$ cat src/rtl/opcodes_pkg.sv
// Opcode and FSM state types shared by the iterative ALU, its datapath and its bench.
package opcodes_pkg;

  localparam int OP_W = 6;

  // New opcodes are appended so the original encodings 0..5 keep their values.
  typedef enum logic [OP_W-1:0] {
    ALU_OP_ADD  = 6'd0,
    ALU_OP_SUB  = 6'd1,
    ALU_OP_AND  = 6'd2,
    ALU_OP_OR   = 6'd3,
    ALU_OP_SRL  = 6'd4,
    ALU_OP_SLTU = 6'd5,
    ALU_OP_XOR  = 6'd6,
    ALU_OP_SLL  = 6'd7,
    ALU_OP_SRA  = 6'd8,
    ALU_OP_SLT  = 6'd9,
    ALU_OP_MUL  = 6'd10,
    ALU_OP_DIVU = 6'd11,
    ALU_OP_REMU = 6'd12
  } alu_op_t;

  typedef enum logic [1:0] {
    IDLE = 2'd0,
    BUSY = 2'd1,
    DONE = 2'd2
  } alu_iter_state_t;

  function automatic logic is_iter_op(alu_op_t op);
    return (op == ALU_OP_MUL) || (op == ALU_OP_DIVU) || (op == ALU_OP_REMU);
  endfunction

endpackage

$ cat src/rtl/alu_iter_if.sv
// Request/result channel of alu_iter. Both sides use valid/ready: a transfer happens
// on a rising clk edge where valid && ready; valid never depends on ready of the same side.
interface alu_iter_if #(parameter int XLEN = 32);
  import opcodes_pkg::*;

  logic            in_valid;
  logic            in_ready;
  alu_op_t         in_op;
  logic [XLEN-1:0] in_a;
  logic [XLEN-1:0] in_b;
  logic            out_valid;
  logic            out_ready;
  logic [XLEN-1:0] out_result;
  logic            out_illegal;

  modport master (
    output in_valid, in_op, in_a, in_b, out_ready,
    input  in_ready, out_valid, out_result, out_illegal
  );

  modport slave (
    input  in_valid, in_op, in_a, in_b, out_ready,
    output in_ready, out_valid, out_result, out_illegal
  );

endinterface

$ cat src/rtl/alu_muldiv_iter.sv
// Bit-serial datapath: shift-add multiply and restoring divide, one bit per cycle,
// XLEN steps after start. result shows the value produced by the current step.
module alu_muldiv_iter
  import opcodes_pkg::*;
#(
  parameter int XLEN  = 32,
  parameter int CNT_W = $clog2(XLEN) + 1
) (
  input  logic            clk,
  input  logic            rst,
  input  logic            abort,
  input  logic            start,
  input  alu_op_t         op,
  input  logic [XLEN-1:0] a,
  input  logic [XLEN-1:0] b,
  output logic            busy,
  output logic            done,
  output logic [XLEN-1:0] result
);

  logic [CNT_W-1:0] cnt_q;
  alu_op_t          op_q;
  // hi: accumulator / partial remainder, lo: multiplier / dividend-then-quotient,
  // opnd: shifted multiplicand / divisor.
  logic [XLEN-1:0]  hi_q, lo_q, opnd_q;
  logic [XLEN-1:0]  hi_d, lo_d, opnd_d;
  logic [XLEN:0]    tmp, diff;

  assign busy = (cnt_q != '0);
  assign done = (cnt_q == CNT_W'(1));

  always_comb begin
    tmp    = {hi_q, lo_q[XLEN-1]};
    diff   = tmp - {1'b0, opnd_q};
    hi_d   = hi_q;
    lo_d   = lo_q;
    opnd_d = opnd_q;
    if (op_q == ALU_OP_MUL) begin
      hi_d   = hi_q + (lo_q[0] ? opnd_q : '0);
      lo_d   = lo_q >> 1;
      opnd_d = opnd_q << 1;
    end else begin
      // A zero divisor never borrows, giving all-ones quotient and remainder = dividend.
      hi_d = diff[XLEN] ? tmp[XLEN-1:0] : diff[XLEN-1:0];
      lo_d = {lo_q[XLEN-2:0], ~diff[XLEN]};
    end
    result = (op_q == ALU_OP_DIVU) ? lo_d : hi_d;
  end

  always_ff @(posedge clk) begin
    if (rst) begin
      cnt_q  <= '0;
      op_q   <= ALU_OP_ADD;
      hi_q   <= '0;
      lo_q   <= '0;
      opnd_q <= '0;
    end else if (abort) begin
      cnt_q <= '0;
    end else if (start) begin
      cnt_q  <= CNT_W'(XLEN);
      op_q   <= op;
      hi_q   <= '0;
      lo_q   <= (op == ALU_OP_MUL) ? b : a;
      opnd_q <= (op == ALU_OP_MUL) ? a : b;
    end else if (busy) begin
      cnt_q  <= cnt_q - CNT_W'(1);
      hi_q   <= hi_d;
      lo_q   <= lo_d;
      opnd_q <= opnd_d;
    end
  end

endmodule

$ cat src/rtl/alu_iter.sv
// Iterative ALU: single-cycle logic/arith/shift/compare ops plus multi-cycle MUL/DIVU/REMU,
// with a registered result held in DONE until the consumer takes it.
module alu_iter
  import opcodes_pkg::*;
#(
  parameter int XLEN  = 32,
  parameter int CNT_W = $clog2(XLEN) + 1
) (
  input  logic            clk,
  input  logic            rst,
  input  logic            flush,
  alu_iter_if.slave       bus,
  output alu_iter_state_t state
);

  localparam int SH_W = $clog2(XLEN);

  alu_iter_state_t state_q, state_d;
  logic [XLEN-1:0] res_q, res_d, alu_res, md_result;
  logic            ill_q, ill_d, alu_ill;
  logic            accept, md_start, md_busy, md_done;
  logic [SH_W-1:0] shamt;

  always_comb begin
    alu_res = '0;
    alu_ill = 1'b0;
    shamt   = bus.in_b[SH_W-1:0];
    case (bus.in_op)
      ALU_OP_ADD:  alu_res = bus.in_a + bus.in_b;
      ALU_OP_SUB:  alu_res = bus.in_a - bus.in_b;
      ALU_OP_AND:  alu_res = bus.in_a & bus.in_b;
      ALU_OP_OR:   alu_res = bus.in_a | bus.in_b;
      ALU_OP_XOR:  alu_res = bus.in_a ^ bus.in_b;
      ALU_OP_SLL:  alu_res = bus.in_a << shamt;
      ALU_OP_SRL:  alu_res = bus.in_a >> shamt;
      ALU_OP_SRA:  alu_res = XLEN'($signed(bus.in_a) >>> shamt);
      ALU_OP_SLT:  alu_res = XLEN'($signed(bus.in_a) < $signed(bus.in_b));
      ALU_OP_SLTU: alu_res = XLEN'(bus.in_a < bus.in_b);
      ALU_OP_MUL, ALU_OP_DIVU, ALU_OP_REMU: alu_res = '0;
      default:     alu_ill = 1'b1;
    endcase
  end

  always_comb begin
    case (state_q)
      IDLE:    bus.in_ready = 1'b1;
      DONE:    bus.in_ready = bus.out_ready;
      default: bus.in_ready = 1'b0;
    endcase
    if (flush) bus.in_ready = 1'b0;
  end

  assign accept = bus.in_valid && bus.in_ready;

  always_comb begin
    state_d  = state_q;
    res_d    = res_q;
    ill_d    = ill_q;
    md_start = 1'b0;
    case (state_q)
      IDLE, DONE: begin
        if (state_q == DONE && bus.out_ready) state_d = IDLE;
        if (accept) begin
          if (is_iter_op(bus.in_op)) begin
            state_d  = BUSY;
            md_start = 1'b1;
            ill_d    = 1'b0;
          end else begin
            state_d = DONE;
            res_d   = alu_res;
            ill_d   = alu_ill;
          end
        end
      end
      BUSY: begin
        if (md_done) begin
          state_d = DONE;
          res_d   = md_result;
          ill_d   = 1'b0;
        end else if (!md_busy) begin
          state_d = IDLE;
        end
      end
      default: state_d = IDLE;
    endcase
    if (flush) begin
      state_d  = IDLE;
      md_start = 1'b0;
    end
  end

  always_ff @(posedge clk) begin
    if (rst) begin
      state_q <= IDLE;
      res_q   <= '0;
      ill_q   <= 1'b0;
    end else begin
      state_q <= state_d;
      res_q   <= res_d;
      ill_q   <= ill_d;
    end
  end

  alu_muldiv_iter #(.XLEN(XLEN), .CNT_W(CNT_W)) u_muldiv (
    .clk    (clk),
    .rst    (rst),
    .abort  (flush),
    .start  (md_start),
    .op     (bus.in_op),
    .a      (bus.in_a),
    .b      (bus.in_b),
    .busy   (md_busy),
    .done   (md_done),
    .result (md_result)
  );

  assign bus.out_valid   = (state_q == DONE);
  assign bus.out_result  = res_q;
  assign bus.out_illegal = ill_q;
  assign state           = state_q;

endmodule

$ cat src/flat_wrapper.sv
// flat-port wrapper written by rule: the top's interface ports become plain ports
module alu_iter_flat import opcodes_pkg::*;
#(
  parameter int XLEN  = 32,
  parameter int CNT_W = $clog2(XLEN) + 1
)
  (clk, rst, flush, state, bus_in_valid, bus_in_op, bus_in_a, bus_in_b, bus_out_ready, bus_in_ready, bus_out_valid, bus_out_result, bus_out_illegal);
  alu_iter_if #(.XLEN(XLEN)) bus_i ();
  input  logic clk;
  input  logic rst;
  input  logic flush;
  output alu_iter_state_t state;
  input wire logic [$bits(bus_i.in_valid)-1:0] bus_in_valid;
  input wire logic [$bits(bus_i.in_op)-1:0] bus_in_op;
  input wire logic [$bits(bus_i.in_a)-1:0] bus_in_a;
  input wire logic [$bits(bus_i.in_b)-1:0] bus_in_b;
  input wire logic [$bits(bus_i.out_ready)-1:0] bus_out_ready;
  output wire logic [$bits(bus_i.in_ready)-1:0] bus_in_ready;
  output wire logic [$bits(bus_i.out_valid)-1:0] bus_out_valid;
  output wire logic [$bits(bus_i.out_result)-1:0] bus_out_result;
  output wire logic [$bits(bus_i.out_illegal)-1:0] bus_out_illegal;
  assign bus_i.in_valid = bus_in_valid;
  assign bus_i.in_op = bus_in_op;
  assign bus_i.in_a = bus_in_a;
  assign bus_i.in_b = bus_in_b;
  assign bus_i.out_ready = bus_out_ready;
  assign bus_in_ready = bus_i.in_ready;
  assign bus_out_valid = bus_i.out_valid;
  assign bus_out_result = bus_i.out_result;
  assign bus_out_illegal = bus_i.out_illegal;
  alu_iter #(.XLEN(XLEN), .CNT_W(CNT_W)) u_core (.clk(clk), .rst(rst), .flush(flush), .bus(bus_i), .state(state));
endmodule
$ cat config.mk
export PLATFORM = sky130hd
export DESIGN_NAME = alu_iter_flat
export DESIGN_NICKNAME = d
export VERILOG_FILES = /design/src/rtl/opcodes_pkg.sv /design/src/rtl/alu_iter_if.sv /design/src/rtl/alu_muldiv_iter.sv /design/src/rtl/alu_iter.sv /design/src/flat_wrapper.sv
export SDC_FILE = /design/constraint.sdc
export NUM_CORES = 1
export LEC_CHECK = 0
export ABC_AREA = 1
export CORE_MARGIN = 2
export CORE_UTILIZATION = 50
export CTS_BUF_LIST = sky130_fd_sc_hd__clkbuf_2 sky130_fd_sc_hd__clkbuf_4 sky130_fd_sc_hd__clkbuf_8
export CTS_CLUSTER_SIZE = 30
export DETAILED_ROUTE_END_ITERATION = 10
export PLACE_DENSITY_LB_ADDON = 0.12
export SYNTH_ARGS = -nofsm -noshare
export SYNTH_HDL_FRONTEND = slang
export SYNTH_SLANG_ARGS = --single-unit
$ cat constraint.sdc
create_clock -name clk -period 6.1 [get_ports clk]
set_input_delay 0.915 -clock clk [delete_from_list [all_inputs] [get_ports clk]]
set_output_delay 0.915 -clock clk [all_outputs]
set_load 0.02 [all_outputs]
Word-level counts from Yosys, hierarchy flattened --
Index checks and enable logic that the tools add are counted. Widths: inputs -> output; s select.
Operators by class: add/subtract/negate cells 5, multipliers 0, divide/modulo/power cells 0, order comparisons 2, eq/ne operators 22, shift operators 3, multiplexer cells 38, bitwise operators 5, reductions and logical operators 20
Operators with widths (count):
- $mux 32 | 17
- $pmux 32 s10 | 1
- $add 32x32->32 | 2
- $lt 32x32->1 | 2
- $pmux 32 s2 | 1
- $eq 6x4->1 const B | 7
- $sub 33x32->33 | 1
- $and 32x32->32 | 1
- $or 32x32->32 | 1
- $shl 32x5->32 | 1
- $shr 32x5->32 | 1
- $sshr 32x5->32 | 1
- $sub 32x32->32 | 1
- $xor 32x32->32 | 1
- $eq 6x3->1 const B | 4
- $reduce_or 13->1 | 1
- $eq 6x1->1 const B | 2
- $eq 6x2->1 const B | 2
- $mux 6 | 2
- $mux 2 | 5
- $mux 1 | 9
- $logic_not 6->1 | 1
- $reduce_and 2->1 | 3
- $reduce_and 3->1 | 2
- other kinds (18) | 26
Word-level totals: bits in registers 143, bits in latches 0, RAM bits 0, bits in read-only memories 0, input bits 75, output and inout bits 37, logic and storage cells 104, memories 0

Depth between registers and ports, before layout --
Gate-level depths: netlist (run 1).
word-level depth 9, gate-level depth with buffers 22, gate-level depth less buffers 21

By module --
Synthesis (run 1) repeated with hierarchy kept, for this count alone.
Unflattened totals: cell total of the unflattened synthesis 4441, area, all modules 23254.8 µm²
By module, submodules not included:
- alu_iter | instances 1, cells each 2353, area each 11838.9 µm²
- alu_muldiv_iter | instances 1, cells each 2088, area each 11415.9 µm²

Worst setup path after synthesis (run 1) --
Ideal clock, no wire load.
path type input port to flip-flop, from in bus_in_b[2], to reg u_core.res_q[0], in the netlist u_core.bus.out_result[0], setup time 109 ps, arrival 3250 ps, data required time 5991 ps, slack 2741 ps, stages 22, path through buf_2 > inv_1 > buf_2 > buf_1 > ha_1 > inv_2 > buf_2 > nand2_1 > nand3_1 > nand2_1 > o21ai_1 > nand2_1 > nand2_1 > nand3_1 > nand2_1 > nor2_1 > nor2_1 > nand2_1 > nand2_1 > nand3_1 > nand2_1 > inv_1
Between the ends: cells in the longest elaborated chain, start to end 5
RTL lines:
- start: declaration | line flat_wrapper.sv:16 | input wire logic [$bits(bus_i.in_b)-1:0] bus_in_b;
- $lt 32x32->1, or another cell as far along | line alu_iter.sv:38 | ALU_OP_SLTU: alu_res = XLEN'(bus.in_a < bus.in_b);
- $pmux 32 s10 (*) | line alu_iter.sv:28 | case (bus.in_op)
- $mux 32 (*) | line alu_iter.sv:64 | if (is_iter_op(bus.in_op)) begin
- $mux 32 (*) | line alu_iter.sv:63 | if (accept) begin
- $pmux 32 s2 (*) | line alu_iter.sv:60 | case (state_q)
- end signal: assignment | line alu_iter.sv:99 | res_q <= res_d;
- end: declaration | line alu_iter.sv:19 | logic [XLEN-1:0] res_q, res_d, alu_res, md_result;
Every way passes the cells marked *; elsewhere a longest branch is shown, timed or not. The select of a mux whose other input is x is not followed. A chain may end at the register's enable or synchronous reset.

Final worst setup path (run 1) --
from in bus_in_op[5], to reg u_core.res_q[0], in the netlist u_core.bus.out_result[0]
Between the ends: cells in the longest elaborated chain, start to end 5
RTL lines:
- start: declaration | line flat_wrapper.sv:14 | input wire logic [$bits(bus_i.in_op)-1:0] bus_in_op;
- $eq 6x3->1, or another cell as far along | line alu_iter.sv:28
- $pmux 32 s10 or $logic_or 1x1->1 (tied branches) | line alu_iter.sv:28, opcodes_pkg.sv:30
- $mux 32 or $logic_or 1x1->1 (tied branches) | line alu_iter.sv:64, opcodes_pkg.sv:30
- $mux 32 or $ne 2x2->1 (tied branches)
- $pmux 32 s2 or $reduce_and 4->1 (tied branches)
Several ways; a longest one is shown, not always the timed one. The select of a mux whose other input is x is not followed.

==> results of run 1 <==
-- worst paths after layout --
path                            start                       end  slack, ps  depth (start not counted)
min           u_core.u_muldiv.op_q[5]   u_core.u_muldiv.op_q[5]        450                          2
max                      bus_in_op[5]  u_core.bus.out_result[0]       2010                         14
max reg2reg  u_core.u_muldiv.lo_q[31]  u_core.bus.out_result[0]       2540                         21
min reg2reg   u_core.u_muldiv.op_q[5]   u_core.u_muldiv.op_q[5]        450                          2
-- through the flow --
| stage | power [uW] | worst slack [ps] | hold WS (ps) | instance area (um^2) | util |
|---|---|---|---|---|---|
| floorplan | 3790 | 2740 | 419 | 22600 | - |
| global placement | 4890 | 1690 | 438 | 23900 | 0.537 |
| detailed placement | 4920 | 1620 | 434 | 23900 | 0.537 |
| CTS | 5830 | 2130 | 450 | 24300 | 0.548 |
| global route | 6390 | 1830 | 470 | 24300 | 0.548 |
| finish | 5950 | 2010 | 447 | 24300 | 0.548 |
-- power by group through the flow --
stage               Sequential [uW]  Clock [uW]  Combinational (uW)
global route                   1140         956                4300
floorplan                      1140           0                2660
detailed placement             1150           0                3770
finish                         1130         915                3910
global placement               1150           0                3740
CTS                            1130         917                3780
-- sequential cells by signal, summed over array words and instances, names as in the netlist --
name / flops
u_core.bus.out_result: 32
u_core.u_muldiv.hi_q: 32
u_core.u_muldiv.lo_q: 32
u_core.u_muldiv.opnd_q: 32
u_core.u_muldiv.cnt_q: 6
u_core.u_muldiv.op_q: 6
u_core.state: 2
u_core.bus.out_illegal: 1
-- worst max-delay path, cell delays in order --
cell             delay (ps)
clkdlybuf4s50_1         500
inv_1                    50
nand2_1                 160
nor2_2                  110
nand2_1                 770
o21ai_0                 690
a21oi_1                 470
nand3_1                 270
nor2_1                  180
nand2_1                  80
nand2_1                  60
nand3_1                 100
nand2_1                  80
inv_1                    40
-- logic make-up after synthesis --
logic type / Yosys count / share of synthesized area
xor+xnor: 25 / 0.00970
flops: 143 / 0.127
buf+inv: 756 / 0.132
fa+ha+maj: 169 / 0.0950
simple gates: 2361 / 0.444
mux: 3 / 0.00133
compound gates: 783 / 0.191
-- routing by layer --
layer	vias to the layer above	global-route usage
li1	13800	-
met4	2	0.333
met2	1696	0.707
met3	426	0.0756
met1	13100	0.522
met5	-	0
-- synthesized netlist by cell type (16+ instances only) --
library cell	n
o21ai_0	313
dfxtp_1	143
nand3_1	536
nor3_1	39
o221ai_1	28
a31oi_1	38
inv_2	17
o21bai_1	21
nand2_1	1371
nor2_1	280
o211ai_1	25
nand4_1	53
buf_1	16
clkbuf_1	90
buf_2	73
inv_1	547
nand3b_1	17
ha_1	165
a21oi_1	303
-- area by class of cell --
class | instances | area [um^2]
Antenna cell | 3 | 7.51
Tap cell | 592 | 741
Timing Repair Buffer | 146 | 1350
Inverter | 567 | 2130
Sequential cell | 143 | 2860
Clock inverter | 10 | 184
Multi-Input combinational cell | 3341 | 16800
Fill cell | 5038 | 20100
Clock buffer | 22 | 284
-- layout by cell type, fill, tap and decap left out, types with 25 or more instances in the layout --
cell type        instances
a21oi_1                303
a31oi_1                 38
buf_4                   35
clkdlybuf4s50_1        106
dfxtp_1                143
ha_1                   165
inv_1                  544
nand2_1               1370
nand3_1                536
nand4_1                 53
nor2_1                 277
nor3_1                  39
o211ai_1                25
o21ai_0                313
o221ai_1                28
==> summary.md, run 1 <==
| Metric | Value |
|---|---|
| Psw | 3260 uW |
| Core Area | 44400 um^2 |
| Syn_area_per_cell | 5.33 um^2 |
| Rows | 77 |
| Leakage | 0.0126 uW |
| #FFs+latches synth | 143 |
| Final min period | 4090 ps |
| CTS tree | built |
| Post-Syn Area | 22600 um^2 |
| Hold-fix buffers, CTS | 0 |
| Placed cell count | 4789 |
| Vias per cell | 6.01 |
| Detail Route met2 WL | 46600 um |
| Total track usage | 0.439 |
| Post-synthesis net count | 4484 |
| Clock Sinks | 143 |
| Top_reg_cell synth | dfxtp_1 |
| Peak VDD IR | 0.315 mV |
| Yosys Warn Count | 0 |
| Sequential area share after synthesis | 0.127 |
| Initial DRT Pass Iterations | 7 |
| Status | finished clean |
| Met1 Wirelength | 39400 um |
| Vias | 29000 |
| Port-buffer cells | 111 |
| Setup Skew | 13.2 ps |
| Fin. Hold Viols | 0 |
| Tightest Hold Check Type | reg -> reg |
| Post-synth EDFFs | 0 |
| RSZ-0062 raised after global routing | no |
| Worst endpoint required time | 6480 ps |
| H-tree levels | 4 |
| Clock power share | 0.154 |
| Post-CTS Resized | 0 |
| Initial DRC count | 3185 |
| Pwr Density | 245 nW/um^2 |
| Setup tns final | 0 ps |
| Metal3 WL | 11000 um |
| CP max FO | 14 |
| Final Non-Filler Cells | 4824 |
| Period utilization | 0.670 |
| WL/cell | 22.1 um |
| Fmax | 245 MHz |
| DRT Wirelength | 107000 um |
| Synth cell types | 54 |
| Share of the synthesized area in the top cell type | 0.228 |
| WP data arrival | 4470 ps |
| Crit path kind | in -> reg |
| Die area | 46900 um^2 |
| Internal | 2700 uW |
| Endpoints failing setup | 0 |
| Clk root buf | clkbuf_8 |
| Slew @ Worst Pin | 1160 ps |
| Num CTS Buffers | 17 |
| Post-CTS Setup Bufs | 0 |
| Die height | 217 um |
| Highest metal layer with signal wires | met5 |
| Clock-pin slew of the registers on the worst-case setup and hold paths | 80 ps |
| GR Overflow Total | 0 |
| Headroom to the max-slew limit | 0.227 |
| Antenna violations before repair | 3 |
| Setup crit end kind | flop |
| Synthesized instance count | 4240 |
| Clock Latency Late Sink | 490 ps |
| Cell taking the most area after synthesis | nand2_1 |
| Nets | 4460 |
| Main area contributors after synthesis | nand2_1 23%, dfxtp_1 13%, nand3_1 12% |
| Drc violations | 0 |
| Initial Util | 0.508 |
| Layout cells sized above 1 | 0.0367 |
| Crit start category | input pin |
| Dpl hpwl | 85000 um |
| Maximum clock insertion buffer count | 2 |
| Antenna-violating nets left | 0 |
| Ys async rst share | 0 |
| Area grow syn2layout | 7.73% |
| First-pass GRT wire length | 157000 um |
| Vias in the first global route | 26400 |
| Register share of total power | 0.190 |
| Max-cap violations | 0 |
| Comb pwr share | 0.656 |
| Pins Over Slew Limit | 0 |
| Sw Share | 0.547 |
| GP Congestion | 1.13 |
| Pin count of the biggest net entering global routing | 95 |
| IO Pins | 112 |
| Horiz. Die Dim | 217 um |
(Power assumes the default switching activity.)
==> run 2, diff against run 1 <==
clock period = 3.95 ns   (was 6.1 ns; I/O delays follow)
==> run 2 against run 1 <==
Compared with the run above: die area is the same; combinational power is 57% higher; non-clock buffer count increased by 60; worst hold slack improved by 3.1 ps; critical endpoint unchanged; largest power group unchanged.
==> summary.md, run 2 (synthesized netlist as in run 1, its figures left out) <==
| Metric | Value |
|---|---|
| Vias per cell | 5.95 |
| Post-CTS Resized | 0 |
| Worst path most repeated cell | nand2_2 |
| Overall power | 9120 uW |
| Tightest Hold Check Type | reg -> reg |
| Vias in the first global route | 27000 |
| Initial DRT Pass Iterations | 9 |
| Post-CTS Setup Bufs | 0 |
| Worst endpoint required time | 4350 ps |
| Pin count of the biggest net entering global routing | 129 |
| Vias | 29100 |
| Core Area | 44400 um^2 |
| Horiz. Die Dim | 217 um |
| First-pass GRT wire length | 160000 um |
| CP max FO | 25 |
| Initial Util | 0.508 |
| Clock Latency Late Sink | 500 ps |
| Antenna violations before repair | 6 |
| RSZ-0062 raised after global routing | no |
| Setup crit end kind | flop |
| Port-buffer cells | 111 |
| Crit path kind | reg -> reg |
| Clk root buf | clkbuf_8 |
| IO Pins | 112 |
| WL/cell | 22.0 um |
| Period utilization | 0.886 |
| Peak VDD IR | 0.470 mV |
| Drc violations | 0 |
| Slew @ Worst Pin | 1070 ps |
| Initial DRC count | 3382 |
| Setup tns final | 0 ps |
| Dpl hpwl | 88900 um |
| Total track usage | 0.449 |
| Fin. Hold Viols | 0 |
| Maximum clock insertion buffer count | 2 |
| Num CTS Buffers | 17 |
| Antenna-violating nets left | 0 |
| Headroom to the max-slew limit | 0.283 |
| H-tree levels | 4 |
| DRT Wirelength | 108000 um |
| Pins Over Slew Limit | 0 |
| Rows | 77 |
| Area grow syn2layout | 9.91% |
| Commonest non-fill, non-tap cell in the layout | nand2_1 |
| Nets | 4520 |
| Crit start category | flop |
| Most frequent cells in the layout | 1370 x nand2_1, 544 x inv_1, 536 x nand3_1 |
| WP data arrival | 3900 ps |
| Die height | 217 um |
| Pwr Density | 367 nW/um^2 |
| Clock-pin slew of the registers on the worst-case setup and hold paths | 80 ps |
| Max-cap violations | 0 |
| Status | finished clean |
| Slowest cell on crit path | fa_1 |
| CTS tree | built |
| Fmax | 286 MHz |
| Die area | 46900 um^2 |
| Setup Skew | 12.2 ps |
| GP Congestion | 1.12 |
| CP max stage delay | 430 ps |
| Hold-fix buffers, CTS | 0 |
| Endpoints failing setup | 0 |
| Layout cells sized above 1 | 0.0499 |
| Clock Sinks | 143 |
| Crit-path cells | inv_1, ha_1, fa_1, inv_1, nand3_1, nand2_2, nand2_2, nand2_2, nand2_2, nand2_2, nand2_4, nand2_4, nand2_4, nand2_4, nand2_1, nand3_1, nand3_1, nand2_1, nand3_1, nand2_1, inv_1 |
| Leakage | 0.0129 uW |
| Final min period | 3500 ps |
| GR Overflow Total | 0 |
==> run 2: cell types whose count changed in the layout (fill, tap and decap cells not counted), moves of 2 or more <==
cell | before | now
buf_12 | 0 | 9
buf_4 | 35 | 86
bufinv_16 | 5 | 2
clkbuf_4 | 3 | 5
diode_2 | 3 | 5
==> run 2: per-stage QoR <==
step | setup WS [ps] | hold WS [ps] | instance area [um^2] | util | cells
2_1_floorplan | 913 | 419 | 22600 | - | 4240
3_3_place_gp | 247 | 427 | 24400 | 0.550 | 4849
3_5_place_dp | 237 | 438 | 24400 | 0.550 | 4849
4_1_cts | 473 | 451 | 24800 | 0.559 | 4880
5_1_grt | 159 | 473 | 24800 | 0.559 | 4885
6_report | 450 | 450 | 24800 | 0.559 | 4885
==> run 2: where the power goes <==
group,leakage (uW),internal [uW],switching [uW]
Sequential,0.00117,1610,139
Combinational,0.0115,1850,4280
Clock,0.000207,640,596
Total,0.0129,4110,5010
==> run 2: path summary, 6_finish.rpt <==
check | cells past startpoint | to | from | slack [ps]
min | 2 | u_core.u_muldiv.op_q[4] | u_core.u_muldiv.op_q[4] | 450
max | 21 | u_core.bus.out_result[0] | u_core.u_muldiv.lo_q[31] | 450
max reg2reg | 21 | u_core.bus.out_result[0] | u_core.u_muldiv.lo_q[31] | 450
min reg2reg | 2 | u_core.u_muldiv.op_q[4] | u_core.u_muldiv.op_q[4] | 450
==> run 2: metal layers <==
layer  vias to the layer above  track usage  share of wire
li1                      13900            -              -
met1                     13300        0.529           0.38
met2                      1536        0.730           0.44
met3                       361       0.0926          0.098
met4                         0        0.315          0.081
met5                         -            0              0
==> run 2: final cells by class <==
cell class              instances  area (um^2)
diodes                          5         12.5
clock buffers                  25          313
clock inverters                 6         82.6
fillers                      4893        19600
inverters                     567         2130
multi-input cells            3341        16800
flip-flops and latches        143         2860
well taps                     592          741
repair buffers                206         1910
==> run 2: critical path, delay by kind of cell, from the launching register on <==
family / cells / cell delay (ps)
fa+ha+maj: 2 / 710
flops: 1 / 370
buf+inv: 3 / 310
simple gates: 16 / 1990
